[src/rtl/int_mac_pipe.sv]
// Three-stage signed multiply-accumulate: P = C +/- A*B, or P = P +/- A*B when ACCUM=1.
// Optional saturation on overflow is built when INT_MAC_SAT_EN is defined; otherwise P wraps.
module int_mac_pipe #(
  parameter int A_WIDTH = 32,
  parameter int B_WIDTH = 32,
  parameter int C_WIDTH = 64,
  parameter int P_WIDTH = 64
) (
  input  logic                 CLK,
  input  logic                 SCLR,
  input  logic [A_WIDTH-1:0]   A,
  input  logic [B_WIDTH-1:0]   B,
  input  logic [C_WIDTH-1:0]   C,
  input  logic                 SUBTRACT,
  input  logic                 ACCUM,
  input  logic                 IN_VALID,
  output logic                 IN_READY,
  output logic [P_WIDTH-1:0]   P,
  output logic                 OVF,
  output logic                 OUT_VALID,
  input  logic                 OUT_READY
);

  localparam int PROD_W = A_WIDTH + B_WIDTH;

  logic en;

  logic               s1_valid;
  logic [A_WIDTH-1:0] s1_a;
  logic [B_WIDTH-1:0] s1_b;
  logic [C_WIDTH-1:0] s1_c;
  logic               s1_sub;
  logic               s1_acc;

  logic               s2_valid;
  logic [PROD_W-1:0]  s2_prod;
  logic [C_WIDTH-1:0] s2_c;
  logic               s2_sub;
  logic               s2_acc;

  logic [PROD_W-1:0]  a_ext;
  logic [PROD_W-1:0]  b_ext;
  logic [P_WIDTH:0]   addend_x;
  logic [P_WIDTH:0]   prod_x;
  logic [P_WIDTH:0]   sum;
  logic               sum_ovf;
  logic [P_WIDTH-1:0] p_next;

  // The whole pipe moves as one; a held result freezes every stage behind it.
  assign en       = !OUT_VALID | OUT_READY;
  assign IN_READY = en & !SCLR;

  always_ff @(posedge CLK) begin
    if (SCLR) begin
      s1_valid <= 1'b0;
    end else if (en) begin
      s1_valid <= IN_VALID;
      s1_a     <= A;
      s1_b     <= B;
      s1_c     <= C;
      s1_sub   <= SUBTRACT;
      s1_acc   <= ACCUM;
    end
  end

  // Sign-extending both operands to the product width lets a plain multiply
  // give the exact signed product in its low PROD_W bits.
  assign a_ext = {{B_WIDTH{s1_a[A_WIDTH-1]}}, s1_a};
  assign b_ext = {{A_WIDTH{s1_b[B_WIDTH-1]}}, s1_b};

  always_ff @(posedge CLK) begin
    if (SCLR) begin
      s2_valid <= 1'b0;
    end else if (en) begin
      s2_valid <= s1_valid;
      s2_prod  <= a_ext * b_ext;
      s2_c     <= s1_c;
      s2_sub   <= s1_sub;
      s2_acc   <= s1_acc;
    end
  end

  // One guard bit above P_WIDTH exposes signed overflow as a top-two-bit mismatch.
  assign addend_x = s2_acc ? {P[P_WIDTH-1], P}
                           : {{(P_WIDTH + 1 - C_WIDTH){s2_c[C_WIDTH-1]}}, s2_c};
  assign prod_x   = {{(P_WIDTH + 1 - PROD_W){s2_prod[PROD_W-1]}}, s2_prod};
  assign sum      = s2_sub ? (addend_x - prod_x) : (addend_x + prod_x);
  assign sum_ovf  = sum[P_WIDTH] ^ sum[P_WIDTH-1];

`ifdef INT_MAC_SAT_EN
  always_comb begin
    p_next = sum[P_WIDTH-1:0];
    if (sum_ovf) begin
      p_next = sum[P_WIDTH] ? {1'b1, {(P_WIDTH-1){1'b0}}}
                            : {1'b0, {(P_WIDTH-1){1'b1}}};
    end
  end
`else
  assign p_next = sum[P_WIDTH-1:0];
`endif

  // P doubles as the accumulator, so a bubble must leave it untouched.
  always_ff @(posedge CLK) begin
    if (SCLR) begin
      OUT_VALID <= 1'b0;
      P         <= '0;
      OVF       <= 1'b0;
    end else if (en) begin
      OUT_VALID <= s2_valid;
      if (s2_valid) begin
        P   <= p_next;
        OVF <= sum_ovf;
      end
    end
  end

endmodule

[config.mk]
export PLATFORM = sky130hd
export DESIGN_NAME = int_mac_pipe
export DESIGN_NICKNAME = d
export VERILOG_FILES = /design/src/rtl/int_mac_pipe.sv
export SDC_FILE = /design/constraint.sdc
export NUM_CORES = 2
export LEC_CHECK = 0
export CORE_ASPECT_RATIO = 0.5
export CORE_MARGIN = 1.5
export CORE_UTILIZATION = 55
export DETAILED_ROUTE_END_ITERATION = 7
export GPL_ROUTABILITY_DRIVEN = 0
export PLACE_DENSITY = 0.76
export SYNTH_ARGS = -nofsm -noshare
export SYNTH_HDL_FRONTEND = slang
export SYNTH_SLANG_ARGS = --single-unit
[constraint.sdc]
create_clock -name CLK -period 41.5 [get_ports CLK]
set_input_delay 4.15 -clock CLK [delete_from_list [all_inputs] [get_ports CLK]]
set_output_delay 4.15 -clock CLK [all_outputs]
set_load 0.005 [all_outputs]
# Word-level counts from Yosys, hierarchy flattened
# Cells that the tools add are included.
totals:
  register_bits: 328
  inputBits: 134
  out_inout_bits: 67
  elab_cells: 27
op_classes:
  n_addsub: 2
  multipliers: 1
  mux: 2
  bitwise_logic: 4
  n_reduce_logical: 4
op_table:
  columns: ["cell", "n"]
  rows:
  - ["two-way mux 65 bit", 2]
  - ["adder 65 bit", 1]
  - ["subtractor 65 bit", 1]
  - ["multiplier 32 x 32 -> 64 bit", 1]
  - ["AND reduction 2 bit", 2]
  - ["zero test 1 bit", 2]
  - ["bitwise AND 1 bit", 1]
  - ["NOT 1 bit", 1]
  - ["OR 1 bit", 1]
  - ["bitwise XOR 1 bit", 1]

# Logic depth before layout (Yosys ltp)
logic_depth:
  word_depth: 4
  mapped_depth: 29
  ltp_nobuf: 27

# Worst setup path before layout
# Ideal clock, no wire load.
synth_path:
  path_kind: "input to output"
  from: "input SCLR"
  to: "output IN_READY"
  arrival_time_ns: 15.413
  required_ns: 37.350
  slack_ns: 21.937
  path_stages: 3
  path_buffers: 2
  path_cell_list: "clkbuf_1 buf_1 nor2_1"
synth_between:
  elab_chain_len: 2
synth_rtl:
  columns: ["element", "line", "text"]
  rows:
  - ["start: declaration", "10", "input logic SCLR,"]
  - ["zero test 1 bit", "51", "assign IN_READY = en & !SCLR;"]
  - ["bitwise AND 1 bit", "51", null]
  - ["end: declaration", "17", "output logic IN_READY,"]
# No other way between the ends.

# Worst setup path in the final report
layout_path:
  from: "input OUT_READY"
  to: "output IN_READY"
layout_between:
  elab_chain_len: 2
layout_rtl:
  columns: ["element", "line", "text"]
  rows:
  - ["start: declaration", "21", "input logic OUT_READY"]
  - ["OR 1 bit", "50", "assign en = !OUT_VALID | OUT_READY;"]
  - ["bitwise AND 1 bit", "51", null]
# No other way between the ends.

==> flow_summary.toml <==
[placed_design]
hpwl_um = 107300
pre_cts_ws_ns = 31.51
port_buffers = 200

[clocking]
cts_buffers = 35
cts_tree = "done"
cts_resized = 0
postCtsSetupBuffers = 0
clk_latency_ns = 0.62
cts_root_buffer = "clkbuf_16"
htree_levels = 2
cts.clk_slew.worst_paths_ns = 0.07
clock-sinks = 328
cts_buffer_depth = 3
ctsHoldBuffers = 0

[route]
wl_um = 145800
ant_nets = 0
drt-pass1-iter-count = 8
first_iter_violations = 3617
drc = 0
vias = 38352
wl_per_cell_um = 22.06
routed_via_density = 5.802

[logic_synthesis]
synth_area_sq_mm = 0.05243
synth-compound-area-share_pct = 6.721
synth_edf_count = 260
synthMuxAreaShare_pct = 1.408
synthAdderAreaFrac_pct = 47.30
synth_nets = 6757
synthCells = 5291
yosys_warnings = 0
synth-main-ff-cell = "edfxtp_1"
synth_xor_xnor_area_share_pct = 3.107
synth_top_area_cell = "fa_1"
yosys-top-cells-count = "fa_1 (1083), inv_1 (980), nand2_1 (647)"
syn_area_per_cell_sq_um = 9.909
async_flop_share_pct = 0
ys_top_cells_by_area = "fa_1 (41%), edfxtp_1 (15%), inv_1 (7.0%), and2_1 (6.2%), ha_1 (5.9%)"
synthSimpleGateAreaFrac_pct = 14.96
synth_top_family_by_area = "adder cells"
yosysUniqueCellTypes = 88
synth_top_area_share_pct = 41.35
ys_ff_latch = 328
yosysMostFrequentCell = "fa_1"
seq_area_frac_synth_pct = 17.49

[critical_path]
end_kind = "primary output"
cp-startpoint = "OUT_READY"
cp.arrival_ns = 5.86
r2r_start = "s1_a[31]"
crit_path_start_kind = "input pin"
crit_fanout = 4
required_ns = 37.35
critical_path_class = "input pin to primary output"

[finish]
nets = 6793
fill_cells = 7591
area_delta_synth_final_pct = 8.033
drive_above_1_share_pct = 4.017

[die]
start_util_pct = 55.95
die_height_um = 221.3
die-area_sq_mm = 0.09730
die_x_um = 439.6
num_rows = 79
ios = 201
coreArea_sq_mm = 0.09370

[min_path]
hold_path.startpoint = "s1_c[36]"
hold_path.class = "flip-flop to flip-flop"

[timing]
slew_violations = 0
finalCritPeriodShare_pct = 24.11
rsz0062_at_grt = "false"
skew_ns = 0.07252
finalWorstSetupSlack_ns = 31.49
fin_setup_tns_ns = 0
timing.slew.headroom_pct = 38.39
clock.fmax_ghz = 0.09993
setup_viol = 0
hold_viol_final = 0
holdWs_ns = 0.4134
worst_pin_slew_ns = 0.9242
period_needed_ns = 10.01

[global_route]
grt-ovfl-total = 0
grt_pass1_vias = 41256
grt_usage_pct = 30.67
grt_pass1_wl_um = 230100
grt_start_max_net_pins = 74
antenna_found_initial = 2

[run]
cap_viol_max_count = 0

[run_status]
status = "finished, final reports clean"
cell usage in the layout, fill, tap and decap left out, drive strengths merged, types with 18 or more instances in the layout:
cell / Yosys / final
fa: 1083 / 1083
inv: 980 / 985
nand2: 648 / 648
and2: 521 / 521
edfxtp: 260 / 260
ha: 249 / 249
a21oi: 203 / 203
clkdlybuf4s50: 0 / 199
nor2: 160 / 160
xnor2: 140 / 140
a21o: 90 / 90
o21ai: 85 / 85
buf: 12 / 76
dfxtp: 68 / 68
mux2: 62 / 62
xor2: 46 / 46
clkbuf: 264 / 43
nand3: 38 / 38
nor3: 34 / 34
nand2b: 29 / 29
and3: 28 / 28
nand4: 26 / 26
o21bai: 23 / 23
nor2b: 20 / 20
o21a: 19 / 19
nor4: 19 / 19
a31oi: 18 / 18
or3: 18 / 18
cell families after synthesis:
logic type / count (synthesis)
xor gates and xnor gates: 186
AOI/OAI and AO/OA: 547
adders and majority gates: 1332
and+or+nand+nor: 1574
DFF: 328
buffers and inverters: 1258
muxes: 66
registers in the layout (all words and copies together) (netlist names):
signal     cells
OUT_VALID      1
s1_c          64
s2_prod       64
s1_valid       1
s1_acc         1
s1_a          32
s2_sub         1
OVF            1
s1_b          32
s2_c          64
s1_sub         1
s2_valid       1
s2_acc         1
P             64
per-stage QoR:
stage	instances	cell area [sq um]	utilization [%]
5_1_grt	6607	56630	60.44
6_report	6610	56640	60.44
3_3_place_gp	6545	55540	59.27
2_1_floorplan	5291	52430	-
3_5_place_dp	6545	55540	59.27
4_1_cts	6607	56630	60.44
worst paths after layout:
check / end / slack [ns] / depth (start not counted)
worst max-delay path: IN_READY / 31.49 / 4
worst min-delay path: s2_c[36] / 0.41 / 0
worst max register to register: s2_prod[63] / 32.38 / 24
worst min register to register: s2_c[36] / 0.41 / 0
critical path, cell delays in order:
cell and delay [ns]:
clkdlybuf4s50_1 0.47, nor2b_1 0.12, nor2_4 0.43, clkdlybuf4s50_1 0.68
layout make-up:
| type | instances | area (sq um) | area share, % |
|---|---|---|---|
| flip-flops and latches | 328 | 9169 | 16.19 |
| clock buffers | 43 | 905.9 | 1.599 |
| clock inverters | 19 | 186.4 | 0.3292 |
| repair buffers | 275 | 2572 | 4.542 |
| inverters | 982 | 3686 | 6.508 |
| diodes | 3 | 7.507 | 0.01325 |
| well taps | 1255 | 1570 | 2.772 |
| multi-input cells | 3705 | 38540 | 68.05 |
layer usage:
layer  track usage [%]  wire length (um)  vias up  part of all wire (%)
li1                  -                 -    16337                     -
met5                 0                 0        -                     0
met2             46.32             63370     2334                    43
met4             10.62              6043        0                   4.1
met1             41.33             57110    19250                    39
met3             10.57             19260      431                    13
Power is left out: the tool's default activity adds up to more than one toggle a clock period on the data nets, which glitch-free logic cannot reach.
